$ cat src/rtl/gru_step_sequencer_if.sv
`default_nettype none
// +----------------------------------------------------------------------------+
// | gru_step_sequencer_if                                                      |
// | Control/address bundle between the GRU step sequencer and its datapath.    |
// | Optional: GRU_STALL_CNT_EN adds stall_cnt.                                 |
// | Revision: 1.0                                                              |
// +----------------------------------------------------------------------------+
interface gru_step_sequencer_if #(
    parameter int AW = 16,
    parameter int IW = 8
);
    logic          start;
    logic          busy;
    logic          done;
    logic          mac_clr;
    logic          mac_en;
    logic          mac_sel;
    logic [1:0]    gate;
    logic [IW-1:0] neuron;
    logic [IW-1:0] x_idx;
    logic [AW-1:0] bias_addr;
    logic [AW-1:0] w_addr;
    logic          act_valid;
    logic          act_ready;
    logic          state_we;
`ifdef GRU_STALL_CNT_EN
    logic [15:0]   stall_cnt;
`endif

    modport master (
        input  start, act_ready,
        output busy, done, mac_clr, mac_en, mac_sel, gate, neuron, x_idx,
               bias_addr, w_addr, act_valid, state_we
`ifdef GRU_STALL_CNT_EN
        , output stall_cnt
`endif
    );

    modport slave (
        output start, act_ready,
        input  busy, done, mac_clr, mac_en, mac_sel, gate, neuron, x_idx,
               bias_addr, w_addr, act_valid, state_we
`ifdef GRU_STALL_CNT_EN
        , input stall_cnt
`endif
    );
endinterface
`default_nettype wire

$ cat src/rtl/gru_step_sequencer.sv
`default_nettype none
// +----------------------------------------------------------------------------+
// | gru_step_sequencer                                                         |
// | Walks gates Z, R, H neuron by neuron: bias load, input MACs, recurrent     |
// | MACs, activation handshake. Optional: GRU_STALL_CNT_EN adds stall_cnt.     |
// | Revision: 1.0                                                              |
// +----------------------------------------------------------------------------+
module gru_step_sequencer #(
    parameter int NB_INPUTS  = 24,
    parameter int NB_NEURONS = 24,
    parameter int AW         = 16,
    parameter int IW         = 8
) (
    input  wire logic            clk,
    input  wire logic            rst_n,
    gru_step_sequencer_if.master bus
);
    typedef enum logic [2:0] {
        ST_IDLE    = 3'd0,
        ST_BIAS    = 3'd1,
        ST_IN_MAC  = 3'd2,
        ST_REC_MAC = 3'd3,
        ST_ACT     = 3'd4,
        ST_DONE    = 3'd5
    } state_t;

    localparam logic [IW-1:0] c_m_last = IW'(NB_INPUTS - 1);
    localparam logic [IW-1:0] c_n_last = IW'(NB_NEURONS - 1);
    localparam logic [AW-1:0] c_n      = AW'(NB_NEURONS);
    localparam logic [AW-1:0] c_row    = AW'(3 * NB_NEURONS);

    state_t        r_state,  w_state_nxt;
    logic [1:0]    r_gate,   w_gate_nxt;
    logic [IW-1:0] r_neuron, w_neuron_nxt;
    logic [IW-1:0] r_j,      w_j_nxt;
    logic [AW-1:0] r_bias_addr, w_bias_nxt;
    logic [AW-1:0] r_w_addr,    w_waddr_nxt;
    logic          w_handshake;

    assign w_handshake = (r_state == ST_ACT) && bus.act_ready;

    always_ff @(posedge clk or negedge rst_n) begin
        if (!rst_n) begin
            r_state     <= ST_IDLE;
            r_gate      <= 2'd0;
            r_neuron    <= '0;
            r_j         <= '0;
            r_bias_addr <= '0;
            r_w_addr    <= '0;
        end else begin
            r_state     <= w_state_nxt;
            r_gate      <= w_gate_nxt;
            r_neuron    <= w_neuron_nxt;
            r_j         <= w_j_nxt;
            r_bias_addr <= w_bias_nxt;
            r_w_addr    <= w_waddr_nxt;
        end
    end

    always_comb begin
        w_state_nxt  = r_state;
        w_gate_nxt   = r_gate;
        w_neuron_nxt = r_neuron;
        w_j_nxt      = r_j;
        case (r_state)
            ST_IDLE: begin
                if (bus.start) begin
                    w_state_nxt  = ST_BIAS;
                    w_gate_nxt   = 2'd0;
                    w_neuron_nxt = '0;
                    w_j_nxt      = '0;
                end
            end
            ST_BIAS: begin
                w_state_nxt = ST_IN_MAC;
                w_j_nxt     = '0;
            end
            ST_IN_MAC: begin
                if (r_j == c_m_last) begin
                    w_state_nxt = ST_REC_MAC;
                    w_j_nxt     = '0;
                end else begin
                    w_j_nxt = r_j + 1'b1;
                end
            end
            ST_REC_MAC: begin
                // j stays at N-1 through ACT so w_addr is held for the handshake
                if (r_j == c_n_last) begin
                    w_state_nxt = ST_ACT;
                end else begin
                    w_j_nxt = r_j + 1'b1;
                end
            end
            ST_ACT: begin
                if (bus.act_ready) begin
                    w_j_nxt = '0;
                    if (r_neuron == c_n_last) begin
                        w_neuron_nxt = '0;
                        if (r_gate == 2'd2) begin
                            w_gate_nxt  = 2'd0;
                            w_state_nxt = ST_DONE;
                        end else begin
                            w_gate_nxt  = r_gate + 2'd1;
                            w_state_nxt = ST_BIAS;
                        end
                    end else begin
                        w_neuron_nxt = r_neuron + 1'b1;
                        w_state_nxt  = ST_BIAS;
                    end
                end
            end
            ST_DONE: begin
                w_state_nxt = ST_IDLE;
            end
            default: begin
                w_state_nxt  = ST_IDLE;
                w_gate_nxt   = 2'd0;
                w_neuron_nxt = '0;
                w_j_nxt      = '0;
            end
        endcase
        w_bias_nxt  = AW'(w_gate_nxt) * c_n + AW'(w_neuron_nxt);
        w_waddr_nxt = AW'(w_j_nxt) * c_row + w_bias_nxt;
    end

    assign bus.busy      = (r_state == ST_BIAS) || (r_state == ST_IN_MAC) ||
                           (r_state == ST_REC_MAC) || (r_state == ST_ACT);
    assign bus.done      = (r_state == ST_DONE);
    assign bus.mac_clr   = (r_state == ST_BIAS);
    assign bus.mac_en    = (r_state == ST_IN_MAC) || (r_state == ST_REC_MAC);
    assign bus.mac_sel   = (r_state == ST_REC_MAC);
    assign bus.gate      = r_gate;
    assign bus.neuron    = r_neuron;
    assign bus.x_idx     = bus.mac_en ? r_j : '0;
    assign bus.bias_addr = r_bias_addr;
    assign bus.w_addr    = r_w_addr;
    assign bus.act_valid = (r_state == ST_ACT);
    assign bus.state_we  = w_handshake && (r_gate == 2'd2);

`ifdef GRU_STALL_CNT_EN
    logic [15:0] r_stall_cnt;

    always_ff @(posedge clk or negedge rst_n) begin
        if (!rst_n) begin
            r_stall_cnt <= 16'd0;
        end else if ((r_state == ST_IDLE) && bus.start) begin
            r_stall_cnt <= 16'd0;
        end else if ((r_state == ST_ACT) && !bus.act_ready && (r_stall_cnt != 16'hFFFF)) begin
            r_stall_cnt <= r_stall_cnt + 16'd1;
        end
    end

    assign bus.stall_cnt = r_stall_cnt;
`endif
endmodule
`default_nettype wire

$ cat src/flat_wrapper.sv
// flat-port wrapper written by rule: the top's interface ports become plain ports
module gru_step_sequencer_flat 
#(
    parameter int NB_INPUTS  = 24,
    parameter int NB_NEURONS = 24,
    parameter int AW         = 16,
    parameter int IW         = 8
)
  (clk, rst_n, bus_start, bus_act_ready, bus_busy, bus_done, bus_mac_clr, bus_mac_en, bus_mac_sel, bus_gate, bus_neuron, bus_x_idx, bus_bias_addr, bus_w_addr, bus_act_valid, bus_state_we);
  gru_step_sequencer_if #(.AW(AW), .IW(IW)) bus_i ();
  input  wire logic clk;
  input  wire logic rst_n;
  input wire logic [$bits(bus_i.start)-1:0] bus_start;
  input wire logic [$bits(bus_i.act_ready)-1:0] bus_act_ready;
  output wire logic [$bits(bus_i.busy)-1:0] bus_busy;
  output wire logic [$bits(bus_i.done)-1:0] bus_done;
  output wire logic [$bits(bus_i.mac_clr)-1:0] bus_mac_clr;
  output wire logic [$bits(bus_i.mac_en)-1:0] bus_mac_en;
  output wire logic [$bits(bus_i.mac_sel)-1:0] bus_mac_sel;
  output wire logic [$bits(bus_i.gate)-1:0] bus_gate;
  output wire logic [$bits(bus_i.neuron)-1:0] bus_neuron;
  output wire logic [$bits(bus_i.x_idx)-1:0] bus_x_idx;
  output wire logic [$bits(bus_i.bias_addr)-1:0] bus_bias_addr;
  output wire logic [$bits(bus_i.w_addr)-1:0] bus_w_addr;
  output wire logic [$bits(bus_i.act_valid)-1:0] bus_act_valid;
  output wire logic [$bits(bus_i.state_we)-1:0] bus_state_we;
  assign bus_i.start = bus_start;
  assign bus_i.act_ready = bus_act_ready;
  assign bus_busy = bus_i.busy;
  assign bus_done = bus_i.done;
  assign bus_mac_clr = bus_i.mac_clr;
  assign bus_mac_en = bus_i.mac_en;
  assign bus_mac_sel = bus_i.mac_sel;
  assign bus_gate = bus_i.gate;
  assign bus_neuron = bus_i.neuron;
  assign bus_x_idx = bus_i.x_idx;
  assign bus_bias_addr = bus_i.bias_addr;
  assign bus_w_addr = bus_i.w_addr;
  assign bus_act_valid = bus_i.act_valid;
  assign bus_state_we = bus_i.state_we;
  gru_step_sequencer #(.NB_INPUTS(NB_INPUTS), .NB_NEURONS(NB_NEURONS), .AW(AW), .IW(IW)) u_core (.clk(clk), .rst_n(rst_n), .bus(bus_i));
endmodule
$ cat config.mk
export PLATFORM = sky130hd
export DESIGN_NAME = gru_step_sequencer_flat
export DESIGN_NICKNAME = d
export VERILOG_FILES = /design/src/rtl/gru_step_sequencer_if.sv /design/src/rtl/gru_step_sequencer.sv /design/src/flat_wrapper.sv
export SDC_FILE = /design/constraint.sdc
export NUM_CORES = 1
export LEC_CHECK = 0
export BUFFER_PORTS_ARGS = -buffer_cell sky130_fd_sc_hd__buf_2
export CAP_MARGIN = 20
export CORE_MARGIN = 2
export CORE_UTILIZATION = 45
export DETAILED_ROUTE_END_ITERATION = 8
export PLACE_DENSITY = 0.68
export SETUP_SLACK_MARGIN = 0.05
export SLEW_MARGIN = 5
export SYNTH_ARGS = -nofsm -noshare
export SYNTH_HDL_FRONTEND = slang
export SYNTH_SLANG_ARGS = --single-unit
$ cat constraint.sdc
create_clock -name clk -period 5.4 [get_ports clk]
set_clock_uncertainty 0.15 [all_clocks]
set_input_delay 0.54 -clock clk [delete_from_list [all_inputs] [get_ports clk]]
set_output_delay 0.54 -clock clk [all_outputs]
set_load 0.005 [all_outputs]
## Word level (Yosys, flattened, before mapping)

Index checks and enable logic that the tools add are counted.

- Register bits: 46
- Output and inout port bits: 57
- Input port bits: 4

- Eq/ne operators: 12
- $add $sub $neg: 5
- $mul: 2
- Multiplexer cells: 22
- Reduce and logical (&&, ||, !) cells: 9

Operator list:

| cell | number |
|---|---|
| $mux W8 | 8 |
| $pmux W8 S5 | 1 |
| $pmux W8 S3 | 1 |
| $mux W3 | 6 |
| $add A15 B9 Y16 | 1 |
| $add A8 B1 Y8 const B | 2 |
| $eq A8 B5 Y1 const B | 2 |
| $pmux W3 S5 | 1 |
| $mul A8 B4 Y12 const B | 1 |
| $add A7 B8 Y9 | 1 |
| $mux W2 | 4 |
| $eq A3 B2 Y1 const B | 2 |
| $eq A3 B3 Y1 const B | 2 |
| $pmux W2 S3 | 1 |
| $logic_or A1 B1 Y1 | 4 |
| $mul A2 B2 Y4 const B | 1 |
| $ne A2 B1 Y1 const B | 2 |
| $ne A2 B2 Y1 const B | 2 |
| $reduce_and A4 Y1 | 1 |
| $reduce_or A4 Y1 | 1 |
| $eq A3 B1 Y1 const B | 1 |
| $logic_not A3 Y1 | 1 |
| $add A2 B1 Y2 const B | 1 |
| $eq A2 B2 Y1 const B | 1 |
| $logic_and A1 B1 Y1 | 2 |

## Logic depth before layout (Yosys ltp)

- Depth in word-level cells: 8
- Gate-level depth with buffers: 22
- Mapped depth without buffers: 21

## Least setup slack after synthesis

OpenSTA, ideal clock, no wires.

- Kind: reg-to-reg
- Start: register u_core.r_neuron[0] (netlist: u_core.bus.neuron[0])
- End: register u_core.r_w_addr[14] (netlist: u_core.bus.w_addr[14])
- Slack: 0.778 ns
- Path buffers: 0
- Cell stages (with the launch flop): 22
- Data required time: 5.168 ns
- Arrival time: 4.390 ns
- Cells stage by stage: dfrtp_1 > ha_1 > or4b_2 > nor3b_2 > nand2_1 > nor3_1 > nor2_1 > a211o_1 > ha_1 > inv_1 > ha_1 > a21o_1 > a21oi_1 > nor2b_1 > o21a_1 > ha_1 > o21a_1 > o31ai_1 > a21oi_1 > and3_1 > o211ai_1 > a31oi_1

- Longest elaborated chain between the ends: 7
- Elaborated cells between the ends (all ways): 12
- Those cells by class: add/sub (3); mul (1); eq/ne (1); mux (7)

RTL lines:

| element | RTL line | source |
|---|---|---|
| start, declared | gru_step_sequencer.sv:34 | `logic [IW-1:0] r_neuron, w_neuron_nxt;` |
| start signal, assigned | gru_step_sequencer.sv:53 | `r_neuron <= w_neuron_nxt;` |
| $eq A8 B5 Y1 | gru_step_sequencer.sv:97 | `if (r_neuron == c_n_last) begin` |
| $mux W2 | gru_step_sequencer.sv:97 |  |
| $mux W2 | gru_step_sequencer.sv:95 | `if (bus.act_ready) begin` |
| $pmux W2 S3 | gru_step_sequencer.sv:65 | `case (r_state)` |
| $mul A2 B2 Y4 | gru_step_sequencer.sv:122 | `w_bias_nxt = AW'(w_gate_nxt) * c_n + AW'(w_neuron_nxt);` |
| $add A7 B8 Y9 (*) | gru_step_sequencer.sv:122 |  |
| via u_core.w_bias_nxt[8] | gru_step_sequencer.sv:36 | `logic [AW-1:0] r_bias_addr, w_bias_nxt;` |
| $add A15 B9 Y16 (*) | gru_step_sequencer.sv:123 | `w_waddr_nxt = AW'(w_j_nxt) * c_row + w_bias_nxt;` |
| via u_core.w_waddr_nxt[14] | gru_step_sequencer.sv:37 | `logic [AW-1:0] r_w_addr, w_waddr_nxt;` |
| end signal, assigned | gru_step_sequencer.sv:56 | `r_w_addr <= w_waddr_nxt;` |
| end, declared | gru_step_sequencer.sv:37 |  |

The timed path passes the listed nets; every way through them passes the cells marked *.
A chain may end at the register's enable or synchronous reset.

## Worst setup path in the final report

- Start: register u_core.r_neuron[1] (netlist: u_core.bus.neuron[1])
- End: register u_core.r_w_addr[14] (netlist: u_core.bus.w_addr[14])

- Longest elaborated chain between the ends: 7
- Elaborated cells between the ends (all ways): 12
- Those cells by class: add/sub (3); mul (1); eq/ne (1); mux (7)

RTL lines:

| element | RTL line | source |
|---|---|---|
| $eq A8 B5 Y1 | gru_step_sequencer.sv:97 |  |
| $mux W2 | gru_step_sequencer.sv:97 |  |
| $mux W2 | gru_step_sequencer.sv:95 |  |
| $pmux W2 S3 | gru_step_sequencer.sv:65 |  |
| via u_core.w_gate_nxt[1] | gru_step_sequencer.sv:33 | `logic [1:0] r_gate, w_gate_nxt;` |
| $mul A2 B2 Y4 | gru_step_sequencer.sv:122 |  |
| $add A7 B8 Y9 | gru_step_sequencer.sv:122 |  |
| via u_core.w_bias_nxt[6] | gru_step_sequencer.sv:36 |  |
| $add A15 B9 Y16 | gru_step_sequencer.sv:123 |  |
| via u_core.w_waddr_nxt[14] | gru_step_sequencer.sv:37 |  |

The timed path passes the listed nets, and every way through them passes these cells.

==> impl_metrics.tcl <==
set metrics [dict create \
    drcViolationCount 0 \
    nets 385 \
    clk_pin_slew_worst_paths_ns 0.07 \
    leakage_uw 0.001660 \
    syn-cell-area_um2 2809 \
    slew_viol_final 0 \
    cts_buffers 5 \
    min_path_type "input pin to async pin" \
    crit_path_start_kind "register" \
    muxShareOfSynthArea 0.01069 \
    mostFrequentLayoutCells "buf_2, dfrtp_1, nor2_1, ha_1" \
    period_share 0.9368 \
    grt_pass1_wl_mm 10.28 \
    end_kind "register" \
    wire_per_inst_um 13.75 \
    synth_compound_area_frac 0.1795 \
    drt-pass1-iter-count 4 \
    die_h_um 83.01 \
    pwr_density_cell_nw_per_um2 478.3 \
    ios 61 \
    grt-ovfl-total 0 \
    antenna_found_initial 0 \
    ys_warn_count 0 \
    core_area_um2 5991 \
    hold_viol_final 0 \
    mostFrequentLayoutCell "buf_2" \
    setup_viol 0 \
    power.total_uw 1526 \
    grtUsageTotal 0.1794 \
    yosysUniqueCellTypes 52 \
    max-vdd-ir-drop_mv 0.3566 \
    tns_ns 0 \
    syn_inst 301 \
    syn_to_final_growth_pct 13.59 \
    first_global_vias 2158 \
    cts_sinks 40 \
    postSynthAreaPerCell_um2 9.332 \
    clk_latency_ns 0.29 \
    worstPathRequired_ns 5.46 \
    seq_area_frac_synth 0.3563 \
    root_buffer "clkbuf_8" \
    antenna_left 0 \
    fp.dieArea_um2 6890 \
    cts_buffer_depth 2 \
    path_class "register to register" \
    layout-drive-gt1-share 0.2336 \
    crit_arrival_ns 5.12 \
    max_freq_mhz 197.7 \
    numPortBuffers 53 \
    antenna_cells 0 \
    routed_wl_mm 5.856 \
    status "finished, final reports clean" \
    yosys.area_share.adder 0.1461 \
    grt_max_degree 41 \
    stdcell_area_um2 3191 \
    tightest_slew_ns 0.8571 \
    synth_top_family_by_area "simple AND/OR/NAND/NOR gates" \
    htreeDepth 2 \
    drtIter0Drc 115 \
    synth_xor_xnor_area_share 0.04989 \
    synthArstFlopShare 1.000 \
    synthFlopType "dfrtp_1" \
    ys_ff_latch 40 \
    vias_per_cell 5.239 \
    place_congestion 0.8432 \
    synth_edf_count 0 \
    rsz0062_at_grt "no" \
    die_w_um 83.01 \
    finalWorstPathRequiredPeriod_ns 5.059 \
    cap_violations 0 \
    crit_fanout 10 \
    hpwlAfterDp_mm 4.452 \
    routed-via-count 2232 \
    dpl_cell_area_um2 3079 \
    instances_no_fill 426 \
    relSlewSlack 0.4286 \
    synth-simple-area-share 0.1857 \
    ctsHoldBuffers 0 \
    rows 28 \
    start_util 0.4689 \
    post-place-cells 418 \
    cts_tree "built" \
]
## what timing repair did
action | 4_1_cts | 5_1_grt
resized for setup | 0 | 4
buffers inserted | 0 | 0
endpoints found under the setup margin | 0 | 3
## through the flow
stage | setup WS (ns) | hold slack, ns | util
floorplan | 0.7779 | 0.09441 | -
global placement | 0.4802 | 0.4561 | 0.5140
detailed placement | 0.3060 | 0.4774 | 0.5140
CTS | 0.2478 | 0.2384 | 0.5297
global route | 0.06973 | 0.2867 | 0.5326
finish | 0.3412 | 0.2019 | 0.5326
## synthesized netlist by cell type, drive strengths merged (3+ instances only)
master | instances | area (um^2)
nand2 | 18 | 67.56
nor3 | 3 | 15.01
fa | 3 | 60.06
a21o | 4 | 30.03
buf | 15 | 110.1
and2 | 9 | 56.30
a311oi | 3 | 26.28
ha | 28 | 350.3
a21oi | 21 | 112.6
dfrtp | 40 | 1001
inv | 18 | 67.56
o21a | 5 | 37.54
xnor2 | 12 | 105.1
a22oi | 3 | 22.52
nand2b | 3 | 18.77
a31oi | 4 | 25.02
nor2b | 10 | 62.56
nand3 | 6 | 30.03
and3 | 3 | 18.77
nor2 | 28 | 105.1
or3b | 4 | 37.54
clkbuf | 5 | 20.01
mux2i | 3 | 30.03
xor2 | 4 | 35.03
o21ai | 19 | 95.09
## final cells by class
type | count | area [um^2]
Inverter | 18 | 67.56
Timing Repair Buffer | 55 | 280.3
Tap cell | 75 | 93.84
Clock buffer | 7 | 86.33
Clock inverter | 1 | 7.507
Fill cell | 554 | 2800
Multi-Input combinational cell | 230 | 1653
Sequential cell | 40 | 1002
## kinds of logic after synthesis
logic type / after synthesis
AO/OA/AOI/OAI: 74
adder cells (fa/ha/maj): 31
multiplexers: 3
buffers and inverters: 38
flip-flops: 40
XOR/XNOR: 16
other: 1
AND/OR/NAND/NOR: 98
## report_power, final
part / internal, uW / switching (uW)
Combinational: 401 / 469
Clock: 104 / 103
Sequential: 378 / 71.2
Total: 883 / 643
## sequential cells by signal, summed over array words and instances, names as in the netlist
name and cells:
u_core.r_state 3, u_core.bus.w_addr 13, u_core.bus.bias_addr 6, u_core.bus.neuron 8
u_core.r_j 8, u_core.bus.gate 2
## layer usage
layer | wire (um) | GRT usage
met5 | 0 | 0
met4 | 66 | 0.04322
met3 | 215 | 0.03181
met2 | 2712 | 0.2742
met1 | 2862 | 0.2641
## path summary, 6_finish.rpt
kind                                           start                     to  slack [ns]  depth (start not counted)
min in group clk                       bus_act_ready   u_core.bus.neuron[2]        0.44                          3
worst max-delay path            u_core.bus.neuron[1]  u_core.bus.w_addr[14]        0.34                         21
worst min register to register  u_core.bus.neuron[0]   u_core.bus.neuron[0]        0.48                          2
worst min-delay path                           rst_n   u_core.bus.neuron[3]        0.20                          1
max in group asynchronous                      rst_n   u_core.bus.neuron[0]        4.31                          1
worst max register to register  u_core.bus.neuron[1]  u_core.bus.w_addr[14]        0.34                         21
## worst max-delay path, cell delays in order (launching register included)
cell and delay, ns:
dfrtp_1 0.42, ha_1 0.25, or4b_2 0.64, nor3b_4 0.23, a31o_2 0.28, nor2b_1 0.19, nand2b_1 0.12, a21oi_1 0.10
ha_1 0.30, inv_1 0.06, ha_1 0.27, a21o_1 0.17, a21oi_1 0.24, xnor2_1 0.15, ha_1 0.34, o21ai_0 0.09
nor2_1 0.18, o31ai_1 0.11, a21oi_1 0.22, and3_4 0.24, o211ai_1 0.08, a31oi_1 0.16
(Power assumes the default switching activity.)
